===== src/rtl/lsu_pkg.sv =====
// Shared types and constants for the load/store unit: FSM encoding, funct3 access
// codes, error codes and the request legality check used when a start is accepted.
package lsu_pkg;

    typedef enum logic [1:0] {
        StIdle = 2'd0,
        StWait = 2'd1,
        StResp = 2'd2
    } lsu_state_e;

    localparam logic [2:0] F3B  = 3'b000;
    localparam logic [2:0] F3H  = 3'b001;
    localparam logic [2:0] F3W  = 3'b010;
    localparam logic [2:0] F3Bu = 3'b100;
    localparam logic [2:0] F3Hu = 3'b101;

    localparam logic [2:0] ErrNone       = 3'd0;
    localparam logic [2:0] ErrLoadMisal  = 3'd1;
    localparam logic [2:0] ErrStoreMisal = 3'd2;
    localparam logic [2:0] ErrTimeout    = 3'd3;
    localparam logic [2:0] ErrIllegal    = 3'd4;

    // Classify a request before any bus activity; ErrNone means it may go to the bus.
    function automatic logic [2:0] req_check(input logic       is_store,
                                             input logic [2:0] funct3,
                                             input logic [1:0] addr_lo);
        logic [2:0] misal;
        misal = is_store ? ErrStoreMisal : ErrLoadMisal;
        case (funct3)
            F3B:     req_check = ErrNone;
            F3H:     req_check = addr_lo[0] ? misal : ErrNone;
            F3W:     req_check = (addr_lo != 2'b00) ? misal : ErrNone;
            F3Bu:    req_check = is_store ? ErrIllegal : ErrNone;
            F3Hu:    req_check = is_store ? ErrIllegal : (addr_lo[0] ? misal : ErrNone);
            default: req_check = ErrIllegal;
        endcase
    endfunction

endpackage


===== src/rtl/lsu_align.sv =====
// Combinational lane logic: store byte strobes and lane replication, plus load
// byte/halfword selection with sign or zero extension.
module lsu_align
    import lsu_pkg::*;
(
    input  logic        is_store,
    input  logic [2:0]  funct3,
    input  logic [1:0]  addr_lo,
    input  logic [31:0] wdata,
    input  logic [31:0] rdata_raw,
    output logic [3:0]  wstrb,
    output logic [31:0] wdata_lanes,
    output logic [31:0] load_data
);

    logic [31:0] byte_shift;
    logic [31:0] half_shift;

    assign byte_shift = rdata_raw >> {addr_lo, 3'b000};
    assign half_shift = rdata_raw >> {addr_lo[1], 4'b0000};

    // Store strobes and replicated write data; loads never strobe.
    always_comb begin
        wstrb       = 4'b0000;
        wdata_lanes = wdata;
        case (funct3)
            F3B: begin
                wstrb       = 4'b0001 << addr_lo;
                wdata_lanes = {4{wdata[7:0]}};
            end
            F3H: begin
                wstrb       = 4'b0011 << addr_lo;
                wdata_lanes = {2{wdata[15:0]}};
            end
            F3W:     wstrb = 4'b1111;
            default: wstrb = 4'b0000;
        endcase
        if (!is_store) begin
            wstrb = 4'b0000;
        end
    end

    // Load result extraction; stores return zero.
    always_comb begin
        load_data = 32'h0;
        if (!is_store) begin
            case (funct3)
                F3B:     load_data = {{24{byte_shift[7]}}, byte_shift[7:0]};
                F3H:     load_data = {{16{half_shift[15]}}, half_shift[15:0]};
                F3W:     load_data = rdata_raw;
                F3Bu:    load_data = {24'h0, byte_shift[7:0]};
                F3Hu:    load_data = {16'h0, half_shift[15:0]};
                default: load_data = 32'h0;
            endcase
        end
    end

endmodule


===== src/rtl/lsu.sv =====
// Load/store unit: accepts one request from execute, performs a single bus
// handshake with a timeout, and reports the result with a one-cycle done pulse.
module lsu
    import lsu_pkg::*;
#(
    parameter int unsigned TIMEOUT = 255
) (
    input  logic        clk,
    input  logic        rst_n,
    input  logic        start,
    input  logic        is_store,
    input  logic [2:0]  funct3,
    input  logic [31:0] addr,
    input  logic [31:0] wdata,
    output logic        busy,
    output logic        done,
    output logic [31:0] rdata,
    output logic        err,
    output logic [2:0]  err_code,
    output logic        bus_valid,
    output logic        bus_we,
    output logic [31:0] bus_addr,
    output logic [3:0]  bus_wstrb,
    output logic [31:0] bus_wdata,
    input  logic        bus_ready,
    input  logic [31:0] bus_rdata
);

    localparam int unsigned CntW = $clog2(TIMEOUT + 1);
    localparam logic [CntW-1:0] CntLimit = CntW'(TIMEOUT);

    lsu_state_e      state_q, state_d;
    logic            is_store_q, is_store_d;
    logic [2:0]      funct3_q, funct3_d;
    logic [31:0]     addr_q, addr_d;
    logic [31:0]     wdata_q, wdata_d;
    logic [CntW-1:0] cnt_q, cnt_d;
    logic [31:0]     rdata_q, rdata_d;
    logic [2:0]      code_q, code_d;

    logic [3:0]      wstrb_c;
    logic [31:0]     wdata_c;
    logic [31:0]     load_c;
    logic [2:0]      req_code;
    logic [CntW-1:0] cnt_inc;

    lsu_align u_align (
        .is_store    (is_store_q),
        .funct3      (funct3_q),
        .addr_lo     (addr_q[1:0]),
        .wdata       (wdata_q),
        .rdata_raw   (bus_rdata),
        .wstrb       (wstrb_c),
        .wdata_lanes (wdata_c),
        .load_data   (load_c)
    );

    assign req_code = req_check(is_store, funct3, addr[1:0]);
    assign cnt_inc  = cnt_q + 1'b1;

    // State and latched request; reset abandons any transaction in flight.
    always_ff @(posedge clk or negedge rst_n) begin
        if (!rst_n) begin
            state_q    <= StIdle;
            is_store_q <= 1'b0;
            funct3_q   <= 3'b000;
            addr_q     <= 32'h0;
            wdata_q    <= 32'h0;
            cnt_q      <= '0;
            rdata_q    <= 32'h0;
            code_q     <= ErrNone;
        end else begin
            state_q    <= state_d;
            is_store_q <= is_store_d;
            funct3_q   <= funct3_d;
            addr_q     <= addr_d;
            wdata_q    <= wdata_d;
            cnt_q      <= cnt_d;
            rdata_q    <= rdata_d;
            code_q     <= code_d;
        end
    end

    // Next-state: accept in IDLE, handshake or time out in WAIT, single-cycle RESP.
    always_comb begin
        state_d    = state_q;
        is_store_d = is_store_q;
        funct3_d   = funct3_q;
        addr_d     = addr_q;
        wdata_d    = wdata_q;
        cnt_d      = cnt_q;
        rdata_d    = rdata_q;
        code_d     = code_q;
        unique case (state_q)
            StIdle: begin
                if (start) begin
                    is_store_d = is_store;
                    funct3_d   = funct3;
                    addr_d     = addr;
                    wdata_d    = wdata;
                    rdata_d    = 32'h0;
                    cnt_d      = '0;
                    code_d     = req_code;
                    // Rejected requests skip the bus entirely.
                    state_d    = (req_code != ErrNone) ? StResp : StWait;
                end
            end
            StWait: begin
                if (bus_ready) begin
                    rdata_d = load_c;
                    code_d  = ErrNone;
                    state_d = StResp;
                end else begin
                    cnt_d = cnt_inc;
                    if (cnt_inc == CntLimit) begin
                        rdata_d = 32'h0;
                        code_d  = ErrTimeout;
                        state_d = StResp;
                    end
                end
            end
            StResp: begin
                code_d  = ErrNone;
                state_d = StIdle;
            end
            default: state_d = StIdle;
        endcase
    end

    // Outputs decoded from state so they follow the asynchronous reset immediately.
    always_comb begin
        busy      = (state_q != StIdle);
        done      = (state_q == StResp);
        err       = done && (code_q != ErrNone);
        err_code  = done ? code_q : ErrNone;
        rdata     = done ? rdata_q : 32'h0;
        bus_valid = (state_q == StWait);
        bus_we    = bus_valid && is_store_q;
        bus_addr  = bus_valid ? {addr_q[31:2], 2'b00} : 32'h0;
        bus_wstrb = bus_valid ? wstrb_c : 4'b0000;
        bus_wdata = bus_valid ? wdata_c : 32'h0;
    end

endmodule

===== config.mk =====
export PLATFORM = sky130hd
export DESIGN_NAME = lsu
export DESIGN_NICKNAME = d
export VERILOG_FILES = /design/src/rtl/lsu_pkg.sv /design/src/rtl/lsu_align.sv /design/src/rtl/lsu.sv
export SDC_FILE = /design/constraint.sdc
export NUM_CORES = 1
export LEC_CHECK = 0
export ABC_AREA = 0
export CORE_ASPECT_RATIO = 1.75
export CORE_MARGIN = 5
export CORE_UTILIZATION = 25
export CTS_CLUSTER_SIZE = 10
export DETAILED_ROUTE_END_ITERATION = 8
export PLACE_DENSITY = 0.47
export SLEW_MARGIN = 30
export SYNTH_ARGS = -nofsm -noshare
export SYNTH_HDL_FRONTEND = slang
export SYNTH_SLANG_ARGS = --single-unit
export TNS_END_PERCENT = 1

===== constraint.sdc =====
create_clock -name clk -period 5.9 [get_ports clk]
set_input_delay 1.18 -clock clk [delete_from_list [all_inputs] [get_ports clk]]
set_output_delay 1.18 -clock clk [all_outputs]
set_load 0.005 [all_outputs]

# Word-level counts from Yosys, hierarchy flattened
# Cells that the tools add are included.
totals:
  register_bits: 113
  input_bits: 104
  out_inout_bits: 108
classes:
  n_addsub: 1
  eq_ne: 14
  n_shift: 4
  mux: 32
  reduce_logical: 16
ops:
  columns: ["operator", "count"]
  rows:
  - ["$mux 32", 7]
  - ["$pmux 32 s5", 1]
  - ["$pmux 32 s2", 2]
  - ["$shr 32x5->16", 1]
  - ["$shr 32x5->8", 1]
  - ["$mux 3", 6]
  - ["$mux 8", 2]
  - ["$pmux 8 s2", 1]
  - ["$pmux 3 s5", 1]
  - ["$mux 2", 7]
  - ["$eq 3x3->1 const B", 4]
  - ["$pmux 4 s3", 1]
  - ["$pmux 3 s3", 1]
  - ["$reduce_and 3->1", 3]
  - ["$reduce_bool 3->1", 3]
  - ["$add 8x1->8 const B", 1]
  - ["$eq 8x8->1 const B", 1]
  - ["$mux 4", 2]
  - ["$eq 3x1->1 const B", 2]
  - ["$eq 3x2->1 const B", 2]
  - ["$logic_not 3->1", 2]
  - ["$reduce_bool 2->1", 3]
  - ["$ne 2x2->1 const B", 2]
  - ["$pmux 2 s2", 1]
  - ["other kinds (8)", 10]

# Depth between registers and ports, before layout
# Gate-level depths: netlist of run 1.
depth:
  ltp_word: 8
  mapped_depth: 10
  mapped_depth_nobuf: 8

# By module
# A second synthesis of run 1 with hierarchy kept.
hier_totals:
  cells_unflattened: 618
  area_unflattened_um2: 6691.4
by_module_without_submodules:
  columns: ["mod", "instances", "cells_per_inst", "area_each_um2", "seq_area_each_um2"]
  rows:
  - ["lsu", 1, 437, 5272.6, 2827.7]
  - ["lsu_align", 1, 181, 1418.9, 0.0]

# Worst setup path after synthesis of run 1
# Ideal clock, no wire load.
synth_path:
  path_type: "input to register"
  from: "input start"
  to: "register rdata_q[15]"
  setup_time_ps: 64
  arrival_ps: 2786
  t_required_ps: 5836
  path_slack_ps: 3050
  stages: 8
  path_buffers: 2
  cell_sequence: "nand2_1 > a21boi_1 > a2111oi_2 > nand2b_1 > buf_2 > buf_2 > o21ai_0 > a21o_1"
synth_via:
  elab_chain_len: 2
synth_lines:
  columns: ["item", "line_no", "rtl"]
  rows:
  - ["from (decl)", "lsu.sv:10", "input logic start,"]
  - ["$ne 2x2->1 (no source line)", null, null]
  - ["$reduce_and 3->1 (no source line)", null, null]
  - ["to (signal assigned)", "lsu.sv:79", "rdata_q <= rdata_d;"]
  - ["to (decl)", "lsu.sv:38", "logic [31:0] rdata_q, rdata_d;"]
# No other way between the ends.
# A chain may end at the register's enable or synchronous reset.

# Worst setup path in the final report of run 1
layout_path:
  from: "register state_q[1]"
  to: "output bus_wstrb[3]"
layout_via:
  elab_chain_len: 2
layout_lines:
  columns: ["item", "line_no", "rtl"]
  rows:
  - ["from (decl)", "lsu.sv:32", "lsu_state_e state_q, state_d;"]
  - ["from (signal assigned)", "lsu.sv:64", "state_q <= StIdle;"]
  - ["from (signal assigned)", "lsu.sv:73", "state_q <= state_d;"]
  - ["$eq 2x1->1", "lsu.sv:137", "bus_valid = (state_q == StWait);"]
  - ["$mux 4", "lsu.sv:140", "bus_wstrb = bus_valid ? wstrb_c : 4'b0000;"]
  - ["to (decl)", "lsu.sv:23", "output logic [3:0] bus_wstrb,"]
# No other way between the ends.

==> impl_results.rst, run 1 <==
.. list-table::
   :header-rows: 1

   * - Metric
     - Value
   * - Result of the run
     - finished, final reports clean
   * - Mean area per synthesized cell
     - 10.4 um^2
   * - Clk sinks
     - 113
   * - Wirelength per Cell
     - 19.3 um
   * - CTS tree
     - done
   * - Type of the most critical hold path
     - reg -> reg
   * - Yosys warnings
     - 0
   * - Part of the power in registers
     - 0.344
   * - Remaining routing DRC violations
     - 0
   * - Initial antenna violation count
     - 0
   * - Worst rel slew slack
     - 0.370
   * - Final setup violation count
     - 0
   * - Ordered cell list for the critical path
     - inv_1 > ha_2 > and2_1 > nand2_1 > a21o_1 > a21oi_1 > clkdlybuf4s50_1
   * - Inserted Clock Buffers
     - 17
   * - Setup skew after layout
     - 0.00524 ns
   * - Number of pins with negative max-slew slack in the final report
     - 0
   * - Largest net degree at the start of global routing
     - 69
   * - Sequential-to-total area share from yosys stat
     - 0.452
   * - Maximum clock insertion buffer count
     - 2
   * - Required time of the critical path
     - 4.72 ns
   * - Most frequently used flop master after synthesis
     - dfrtp_1
   * - Placed cell count
     - 1084
   * - Biggest fanout along the worst timing path
     - 46
   * - Count of vias placed by the detailed router
     - 5292
   * - Max-cap viol count
     - 0
   * - Share of synthesized registers carrying an async set or reset
     - 1.00
   * - Die span in y
     - 219 um
   * - Leading cell types in the layout, fill and taps excluded
     - 208 x clkdlybuf4s50_1, 113 x dfrtp_1, 75 x and2_1, 75 x mux2_2, 42 x nand2_1
   * - Die Width
     - 130 um
   * - Initial Utilization
     - 0.254
   * - Clock-pin slew of the registers on the worst-case setup and hold paths
     - 0.05 ns
   * - Depth of the worst hold-timing path
     - 1
   * - Post-CTS Resized
     - 0
   * - Highest-delay cell along the critical path
     - ha_2
   * - Most common cell after layout, fill and taps aside
     - clkdlybuf4s50_1
   * - Overall power
     - 3780 uW
   * - RePlAce Congestion
     - 0.820
   * - Fmax achieved
     - 244 MHz
   * - Dominant cell type by area after synthesis
     - dfrtp_1
   * - Count of distinct cell types in the synthesized netlist
     - 54
   * - Depth of the CTS H-tree
     - 4
   * - Switching Fraction
     - 0.349
   * - Number of nets in the layout
     - 901
   * - Layout Cell Area excl Fill
     - 9230 um^2
   * - Summed instance area of the synthesized netlist
     - 6260 um^2
   * - Total wirelength of the detailed-routed design
     - 21.6 mm
   * - Worst r2r src
     - state_q[1]
   * - Synth Instances
     - 600
   * - Crit Path Class
     - reg -> out
   * - Number of placement rows
     - 76
   * - Worst reg2reg path endpoint
     - rdata_q[29]
   * - HPWL after detailed placement
     - 16.5 mm
   * - Net switching power
     - 1320 uW
   * - Count of input and output buffers
     - 209
   * - Total power per unit cell area
     - 410 nW/um^2
   * - Cells on worst reg2reg path
     - 8
   * - Min Tclk post-route
     - 4.09 ns
   * - Leakage
     - 0.00396 uW
   * - Worst hold slack
     - 0.475 ns
   * - Unrepaired setup endpoints after global routing
     - false
   * - Placed instance area
     - 8610 um^2
   * - Min-delay src
     - rdata_q[23]
   * - Critical path endpoint category
     - output pin
   * - Area share of the leading cell type in the synthesized netlist
     - 0.452
   * - # hold bufs at CTS
     - 0
   * - Total negative slack for setup checks
     - 0 ns
   * - Share of power burned in the clock network
     - 0.278
   * - Number of buffers inserted by post-CTS setup repair
     - 0
   * - Final global-route overflow total
     - 0
   * - Capture endpoint of the worst hold path
     - rdata_q[23]
   * - Share of the clock period used by the worst path
     - 0.694
   * - Count of routing violations after the opening detailed-route iteration
     - 203
   * - Fraction of layout instances using a drive strength above 1
     - 0.155
   * - Root buffer selected by CTS
     - clkbuf_16
   * - Flip-flop and latch count after synthesis
     - 113
   * - Int Pwr
     - 2460 uW
   * - Peak supply drop
     - 0.178 mV
   * - Vias in the first global route
     - 5788
   * - Combinational cell fraction of total power
     - 0.377
   * - Global-route total usage across every layer
     - 0.152
   * - Mean number of vias per cell
     - 4.74
   * - Routed Antenna Nets
     - 0
   * - Wire length of the first global-routing pass
     - 32.9 mm
   * - Tightest Pin Transition
     - 0.946 ns
   * - Data arrival time of the critical path
     - 2.91 ns
   * - EDFF count, synth
     - 0
   * - Final hold violations
     - 0
   * - Slowest stage delay, CP
     - 0.69 ns
   * - Worst reg2reg setup slack
     - 2.49 ns
   * - Cell types with the largest area share after synthesis
     - dfrtp_1 45%, mux2_2 13%, and2_1 7.5%, mux2i_1 4.0%, a21oi_1 3.2%
   * - Overall die area
     - 28400 um^2
   * - Area inside the core boundary
     - 24600 um^2
   * - Clock insertion delay at the later pin of the skew report
     - 0.41 ns
   * - Boundary Pins
     - 212
   * - Non-filler cells, final
     - 1117
   * - Crit start category
     - register
   * - Post-synthesis to final-layout area growth
     - 47.4%
   * - Total iterations of the first detailed-routing run
     - 4
cell families after synthesis:
kind of cell               count (synthesis)  synth area share
xor gates and xnor gates                   4           0.00560
other                                      1          0.000599
DFF                                      113             0.452
adders and majority gates                  6            0.0120
muxes                                    101             0.178
AOI/OAI and AO/OA                        135             0.151
buffers and inverters                     52            0.0360
and+or+nand+nor                          188             0.165
synthesized netlist by cell type (2+ instances only):
| library cell | instances |
|---|---|
| a211o_1 | 16 |
| a21boi_0 | 8 |
| a21o_1 | 2 |
| a21oi_1 | 40 |
| a22o_1 | 15 |
| a31oi_1 | 3 |
| and2_1 | 75 |
| and3_1 | 3 |
| and4b_1 | 2 |
| buf_1 | 8 |
| buf_2 | 6 |
| buf_4 | 2 |
| buf_6 | 2 |
| clkbuf_1 | 25 |
| dfrtp_1 | 113 |
| ha_1 | 6 |
| inv_1 | 9 |
| mux2_2 | 75 |
| mux2i_1 | 25 |
| nand2_1 | 43 |
| nand2b_1 | 6 |
| nand3_1 | 6 |
| nand3b_1 | 2 |
| nand4_1 | 2 |
| nor2_1 | 25 |
| nor2b_1 | 12 |
| o211a_1 | 8 |
| o211ai_1 | 2 |
| o21ai_0 | 14 |
| o22ai_1 | 9 |
| o2bb2ai_1 | 7 |
| o31ai_1 | 2 |
| o32a_1 | 2 |
| or2_2 | 2 |
| or3_1 | 2 |
| xnor2_1 | 3 |
registers in the layout, summed over array words and instances, names as in the netlist:
signal / cells
addr_q: 32
rdata_q: 32
wdata_q: 32
cnt_q: 8
code_q: 3
funct3_q: 3
state_q: 2
is_store_q: 1
worst max-delay path by stage:
stage	cells after the start	start	slack, ns	end
6_report	7	state_q[1]	1.81	bus_wstrb[3]
5_1_grt	7	state_q[1]	1.61	bus_wstrb[1]
4_1_cts	4	funct3_q[0]	1.71	bus_wdata[15]
3_5_place_dp	4	funct3_q[0]	2.18	bus_wdata[15]
3_3_place_gp	7	state_q[1]	2.25	bus_wstrb[1]
2_1_floorplan	8	start	3.05	rdata_q[15]
routing by layer:
metal / track usage / share of wire / vias up / wire (um)
met2: 0.282 / 0.55 / 181 / 11800
met3: 0.0443 / 0.064 / 30 / 1380
met5: 0 / 0 / - / 0
met1: 0.157 / 0.36 / 2582 / 7770
met4: 0.0631 / 0.027 / 0 / 585
li1: - / - / 2499 / -
metrics by stage:
step	worst slack, ns	util
after detailed placement	2.18	0.350
after global routing	1.61	0.375
after global placement	2.25	0.349
final	1.81	0.375
after floorplan	3.05	-
after CTS	1.71	0.374
area by class of cell:
class	instances	area (um^2)
sequential	113	2830
clock inverter	10	133
clock buffer	22	474
antenna	1	2.50
tap	312	390
inverter	9	33.8
timing repair buffer	214	2130
multi-input combinational	436	3240
fill	2463	15400
critical path: cells and delay by family, from the launching register on:
| kind | cells | cell delay [ns] |
|---|---|---|
| buf+inv | 2 | 0.66 |
| simple gates | 2 | 0.36 |
| compound gates | 2 | 0.36 |
| flops | 1 | 0.42 |
| fa+ha+maj | 1 | 0.69 |
power by group through the flow:
stage / Clock, uW / Combinational, uW / Sequential, uW
CTS: 1090 / 1450 / 1310
floorplan: 0 / 1020 / 1160
finish: 1050 / 1430 / 1300
global placement: 0 / 1420 / 1310
global route: 1120 / 1570 / 1340
detailed placement: 0 / 1440 / 1320
(Power assumes the default switching activity.)
==> inputs of run 2 (changes only) <==
- PLACE_DENSITY: 0.47 -> 0.49
- clock period: 5.9 -> 3.73 ns (I/O delays scaled with it)
==> run 2 against run 1 <==
Net effect:
- die area unchanged
- global-route usage up 0.17 points
- flip-flop and latch count unchanged
- largest power group unchanged
==> impl_results.rst, run 2 (synthesized netlist as in run 1, its figures left out) <==
.. list-table::
   :header-rows: 1

   * - Metric
     - Value
   * - Vias in the first global route
     - 5591 (-3.4%)
   * - Die span in y
     - 219 um (unchanged)
   * - Initial Utilization
     - 0.254 (unchanged)
   * - Depth of the CTS H-tree
     - 4 (unchanged)
   * - Worst reg2reg path endpoint
     - rdata_q[30]
   * - Post-CTS Resized
     - 0 (unchanged)
   * - Layout Cell Area excl Fill
     - 9290 um^2 (+0.64%)
   * - Total wirelength of the detailed-routed design
     - 21.8 mm (+1.1%)
   * - Placed instance area
     - 8670 um^2 (+0.71%)
   * - Number of pins with negative max-slew slack in the final report
     - 0 (unchanged)
   * - HPWL after detailed placement
     - 16.4 mm (-0.95%)
   * - CP Launch Point
     - state_q[1]
   * - Overall die area
     - 28400 um^2 (unchanged)
   * - Total iterations of the first detailed-routing run
     - 4 (unchanged)
   * - Fmax achieved
     - 303 MHz
   * - Area inside the core boundary
     - 24600 um^2 (unchanged)
   * - Initial antenna violation count
     - 0 (unchanged)
   * - Final antenna diode count
     - 0 (-1)
   * - Result of the run
     - finished, final reports clean
   * - RePlAce Congestion
     - 0.760 (-7.3%)
   * - Setup skew after layout
     - 0.00589 ns (+0.000643 ns)
   * - Maximum clock insertion buffer count
     - 2 (unchanged)
   * - Data arrival time of the critical path
     - 2.55 ns (-0.36 ns)
   * - # hold bufs at CTS
     - 0 (unchanged)
   * - Count of routing violations after the opening detailed-route iteration
     - 265 (+31%)
   * - Total power per unit cell area
     - 643 nW/um^2 (+57%)
   * - Clock-pin slew of the registers on the worst-case setup and hold paths
     - 0.05 ns (about the same)
   * - Worst reg2reg setup slack
     - 0.97 ns (-1.52 ns)
   * - Routed Antenna Nets
     - 0 (unchanged)
   * - Share of the clock period used by the worst path
     - 0.884
   * - Total negative slack for setup checks
     - 0 ns (unchanged)
   * - Peak supply drop
     - 0.339 mV (+90%)
   * - Fraction of the core area covered by cells at the end of the flow
     - 0.377 (+0.00239)
   * - End point of the critical path
     - bus_wstrb[3]
   * - Root buffer selected by CTS
     - clkbuf_16
   * - Number of buffers inserted by post-CTS setup repair
     - 0 (unchanged)
   * - Cells on worst reg2reg path
     - 5 (-3)
   * - Leading cell types in the layout, fill and taps excluded
     - 208 x clkdlybuf4s50_1, 113 x dfrtp_1, 75 x and2_1, 75 x mux2_2, 42 x nand2_1
   * - Overall power
     - 5970 uW (+58%)
   * - Fraction of layout instances using a drive strength above 1
     - 0.160 (+0.00482)
   * - Crit Path Class
     - reg -> out
   * - Boundary Pins
     - 212 (unchanged)
   * - Unrepaired setup endpoints after global routing
     - false
   * - Leakage
     - 0.00399 uW (+0.88%)
   * - Count of vias placed by the detailed router
     - 5190 (-1.9%)
   * - Biggest fanout along the worst timing path
     - 17 (-63%)
   * - Final setup violation count
     - 0 (unchanged)
   * - Number of placement rows
     - 76 (unchanged)
   * - Max-cap viol count
     - 0 (unchanged)
   * - Number of nets in the layout
     - 908 (+0.78%)
   * - Type of the most critical hold path
     - in -> async
   * - Critical path endpoint category
     - output pin
   * - Highest-delay cell along the critical path
     - clkdlybuf4s50_1
   * - Worst r2r src
     - funct3_q[0]
   * - Placed cell count
     - 1090 (+0.55%)
   * - Wire length of the first global-routing pass
     - 33.0 mm (+0.25%)
   * - Min Tclk post-route
     - 3.30 ns
   * - Post-synthesis to final-layout area growth
     - 48.3%
   * - Wirelength per Cell
     - 19.4 um (+0.56%)
   * - Inserted Clock Buffers
     - 17 (unchanged)
   * - Mean number of vias per cell
     - 4.62 (-2.5%)
   * - Crit start category
     - register
   * - Die Width
     - 130 um (unchanged)
   * - Required time of the critical path
     - 2.98 ns (-1.74 ns)
   * - Ordered cell list for the critical path
     - inv_1 > ha_2 > and2_1 > nand2_1 > a21o_1 > a21oi_1 > clkdlybuf4s50_1
   * - Most common cell after layout, fill and taps aside
     - clkdlybuf4s50_1
   * - Largest net degree at the start of global routing
     - 70 (+1.4%)
   * - Tightest Pin Transition
     - 0.920 ns (-0.0259 ns)
   * - CTS tree
     - done
   * - Clk sinks
     - 113 (unchanged)
   * - Largest registers
     - addr_q: 32 flops, rdata_q: 32 flops, wdata_q: 32 flops
   * - Count of input and output buffers
     - 209 (unchanged)
   * - Non-filler cells, final
     - 1123 (+0.54%)
   * - Slowest stage delay, CP
     - 0.53 ns (-0.16 ns)
   * - Remaining routing DRC violations
     - 0 (unchanged)
   * - Global-route total usage across every layer
     - 0.154 (+0.00175)
   * - Final hold violations
     - 0 (unchanged)
   * - Layout filler cell count
     - 2500 (+1.5%)
   * - Final global-route overflow total
     - 0 (unchanged)
   * - Clock insertion delay at the later pin of the skew report
     - 0.41 ns (about the same)
   * - Worst rel slew slack
     - 0.387 (+0.0173)
==> run 2: worst min path at each step <==
stage	end	slack, ns	depth (start not counted)
global placement	rdata_q[27]	0.46	1
floorplan	rdata_q[15]	0.44	1
finish	addr_q[11]	0.23	1
CTS	addr_q[3]	0.21	1
detailed placement	rdata_q[15]	0.47	1
global route	addr_q[6]	0.23	1
==> run 2: stage by stage <==
stage	setup slack (ns)	hold slack, ns
floorplan	1.31	0.442
global placement	0.594	0.463
detailed placement	0.560	0.467
CTS	0.372	0.215
global route	0.237	0.231
finish	0.434	0.230
==> run 2: critical path, delay by kind of cell (launching register included) <==
family | cells | cell delay [ns]
AOI/OAI and AO/OA | 2 | 0.34
buffers and inverters | 2 | 0.64
DFF | 1 | 0.41
adders and majority gates | 1 | 0.40
and+or+nand+nor | 2 | 0.35
==> run 2: layout make-up <==
type                    instances  area, um^2  share of cell area
flip-flops and latches        113        2830               0.304
well taps                     312         390              0.0420
multi-input cells             436        3220               0.347
clock buffers                  23         488              0.0525
clock inverters                 9         105              0.0113
repair buffers                221        2220               0.239
inverters                       9        33.8             0.00364
==> run 2: layer usage <==
layer / GRT usage / part of all wire / vias up
li1: - / - / 2518
met1: 0.153 / 0.35 / 2490
met2: 0.296 / 0.57 / 161
met3: 0.0480 / 0.066 / 21
met4: 0.0492 / 0.018 / 0
met5: 0 / 0 / -
==> run 2: power breakdown <==
part	internal, uW	leakage (uW)	total [uW]	switching, uW
clock	1050	0.000281	1640	591
combinational	1190	0.00229	2320	1130
sequential	1640	0.00142	2010	367
total	3880	0.00399	5970	2090
==> inputs of run 3 (changes only) <==
==> constraint.sdc (replaced) <==
create_clock -name clk -period 3.73 [get_ports clk]
set_input_delay 0.746 -clock clk [delete_from_list [all_inputs] [get_ports clk]]
set_output_delay 0.746 -clock clk [all_outputs]
set_load 0.01 [all_outputs]
==> run 3 against run 2 <==
Net effect:
- power is 2.4% higher
- flip-flop and latch count did not move
- final cell count barely moved
- clock power up 4%
- critical path type unchanged
- largest cell class unchanged
- fmax up 0.21%
- worst setup slack improved by 0.0069 ns
- critical path depth is 2 lower
- clock-buffer cell count is 3 lower
- sequential power about the same
- first-iteration DRC count shrank 1.5%
==> impl_results.rst, run 3 (synthesized netlist as in run 1, its figures left out) <==
.. list-table::
   :header-rows: 1

   * - Metric
     - Value
   * - Die span in y
     - 219 um (unchanged)
   * - Number of placement rows
     - 76 (unchanged)
   * - Initial antenna violation count
     - 0 (unchanged)
   * - Number of nets in the layout
     - 909 (+0.11%)
   * - Number of buffers inserted by post-CTS setup repair
     - 0 (unchanged)
   * - Wire length of the first global-routing pass
     - 33.8 mm (+2.6%)
   * - Result of the run
     - finished, final reports clean
   * - Sequential cell area
     - 2830 um^2 (unchanged)
   * - Crit Path Class
     - reg -> out
   * - Count of routing violations after the opening detailed-route iteration
     - 261 (-1.5%)
   * - Crit start category
     - register
   * - Required time of the critical path
     - 2.98 ns (about the same)
   * - Final hold violations
     - 0 (unchanged)
   * - Final global-route overflow total
     - 0 (unchanged)
   * - Post-CTS Resized
     - 0 (unchanged)
   * - Overall power
     - 6110 uW (+2.4%)
   * - Largest registers
     - addr_q: 32 flops, rdata_q: 32 flops, wdata_q: 32 flops
   * - Clock insertion delay at the later pin of the skew report
     - 0.43 ns (+0.02 ns)
   * - Critical path endpoint category
     - output pin
   * - Total wirelength of the detailed-routed design
     - 22.3 mm (+2.2%)
   * - CTS tree
     - done
   * - Area inside the core boundary
     - 24600 um^2 (unchanged)
   * - Global-route total usage across every layer
     - 0.158 (+0.00396)
   * - Clock-pin slew of the registers on the worst-case setup and hold paths
     - 0.06 ns (about the same)
   * - Peak supply drop
     - 0.287 mV (-15%)
   * - Count of vias placed by the detailed router
     - 5280 (+1.7%)
   * - Overall die area
     - 28400 um^2 (unchanged)
   * - Setup skew after layout
     - 0.00868 ns (+0.00279 ns)
   * - Min Tclk post-route
     - 3.29 ns (-0.00694 ns)
   * - Data arrival time of the critical path
     - 2.54 ns (about the same)
   * - Vias in the first global route
     - 5685 (+1.7%)
   * - Fraction of the core area covered by cells at the end of the flow
     - 0.377 (about the same)
   * - Final setup violation count
     - 0 (unchanged)
   * - Clk sinks
     - 113 (unchanged)
   * - Depth of the CTS H-tree
     - 4 (unchanged)
   * - Worst rel slew slack
     - 0.361 (-0.0258)
   * - Boundary Pins
     - 212 (unchanged)
   * - RePlAce Congestion
     - 0.777 (+2.3%)
   * - Routed Antenna Nets
     - 0 (unchanged)
   * - Mean number of vias per cell
     - 4.70 (+1.6%)
   * - Final antenna diode count
     - 0 (unchanged)
   * - Die Width
     - 130 um (unchanged)
   * - HPWL after detailed placement
     - 16.6 mm (+1.6%)
   * - Initial Utilization
     - 0.254 (unchanged)
   * - Total power per unit cell area
     - 659 nW/um^2 (+2.5%)
   * - Fraction of layout instances using a drive strength above 1
     - 0.160 (-0.000197)
   * - Inserted Clock Buffers
     - 17 (unchanged)
   * - Layout filler cell count
     - 2479 (-0.84%)
   * - Remaining routing DRC violations
     - 0 (unchanged)
   * - Worst hold slack
     - 0.204 ns (-0.0265 ns)
   * - Leading cell types in the layout, fill and taps excluded
     - 208 x clkdlybuf4s50_1, 113 x dfrtp_1, 75 x and2_1, 75 x mux2_2, 42 x nand2_1
   * - Number of pins with negative max-slew slack in the final report
     - 0 (unchanged)
   * - Most common cell after layout, fill and taps aside
     - clkdlybuf4s50_1
   * - Total negative slack for setup checks
     - 0 ns (unchanged)
   * - Total iterations of the first detailed-routing run
     - 4 (unchanged)
   * - Leakage
     - 0.00400 uW (+0.24%)
   * - Maximum clock insertion buffer count
     - 2 (unchanged)
   * - Max-cap viol count
     - 0 (unchanged)
   * - Area used by multi-input combinational logic
     - 3220 um^2 (unchanged)
   * - Wirelength per Cell
     - 19.8 um (+2.1%)
   * - Post-synthesis to final-layout area growth
     - 48.2% (about the same)
   * - Count of input and output buffers
     - 209 (unchanged)
   * - Unrepaired setup endpoints after global routing
     - false
   * - Tightest Pin Transition
     - 0.958 ns (+0.0388 ns)
   * - Share of the clock period used by the worst path
     - 0.882 (-0.00186)
   * - # hold bufs at CTS
     - 0 (unchanged)
   * - Type of the most critical hold path
     - in -> async
   * - Root buffer selected by CTS
     - clkbuf_16
   * - Largest net degree at the start of global routing
     - 63 (-10%)
   * - Biggest fanout along the worst timing path
     - 52 (+35)
   * - Fmax achieved
     - 304 MHz (+0.21%)
==> run 3: cell types whose count changed in the layout (fill, tap and decap cells not counted), sizes merged <==
cell,delta
clkinv,+3
clkinvlp,-2
bufinv,+2
buf,+1
clkbuf,-3
==> run 3: final cells by class <==
| class | count | share of cell area |
|---|---|---|
| clock inverter | 12 | 0.0178 |
| sequential | 113 | 0.305 |
| tap | 312 | 0.0421 |
| clock buffer | 20 | 0.0471 |
| timing repair buffer | 222 | 0.237 |
| inverter | 9 | 0.00364 |
| multi-input combinational | 436 | 0.348 |
==> run 3: worst paths after layout <==
check / depth (start not counted) / from / slack [ns] / end
max: 5 / state_q[1] / 0.44 / bus_wdata[17]
min: 1 / rst_n / 0.20 / addr_q[11]
max reg2reg: 8 / state_q[1] / 0.95 / rdata_q[31]
min reg2reg: 1 / rdata_q[15] / 0.47 / rdata_q[15]
max in group asynchronous: 2 / rst_n / 2.59 / rdata_q[2]
min in group clk: 1 / rdata_q[15] / 0.47 / rdata_q[15]
==> run 3: metal layers <==
metal	vias up	global-route usage	wire [um]
met5	-	0	0
met4	0	0.0579	471
met1	2579	0.160	7950
li1	2513	-	-
met2	163	0.299	12400
met3	25	0.0472	1440
==> run 3: where the power goes <==
part | switching (uW) | internal (uW)
clock network | 601 | 1110
logic | 1220 | 1190
registers | 360 | 1640
==> run 3: worst max-delay path, cell delays in order, from the launching register on <==
cell and delay (ns):
dfrtp_1 0.43, inv_1 0.13, ha_2 0.21, buf_4 0.41
a21boi_0 0.31, clkdlybuf4s50_1 0.59
==> run 3: per-stage QoR <==
step	std cells	cell area (um^2)	worst slack [ns]
after floorplan	601	6260	1.31
after global placement	1092	8680	0.517
after detailed placement	1092	8680	0.444
after CTS	1124	9280	0.357
after global routing	1124	9280	0.262
final	1124	9280	0.441
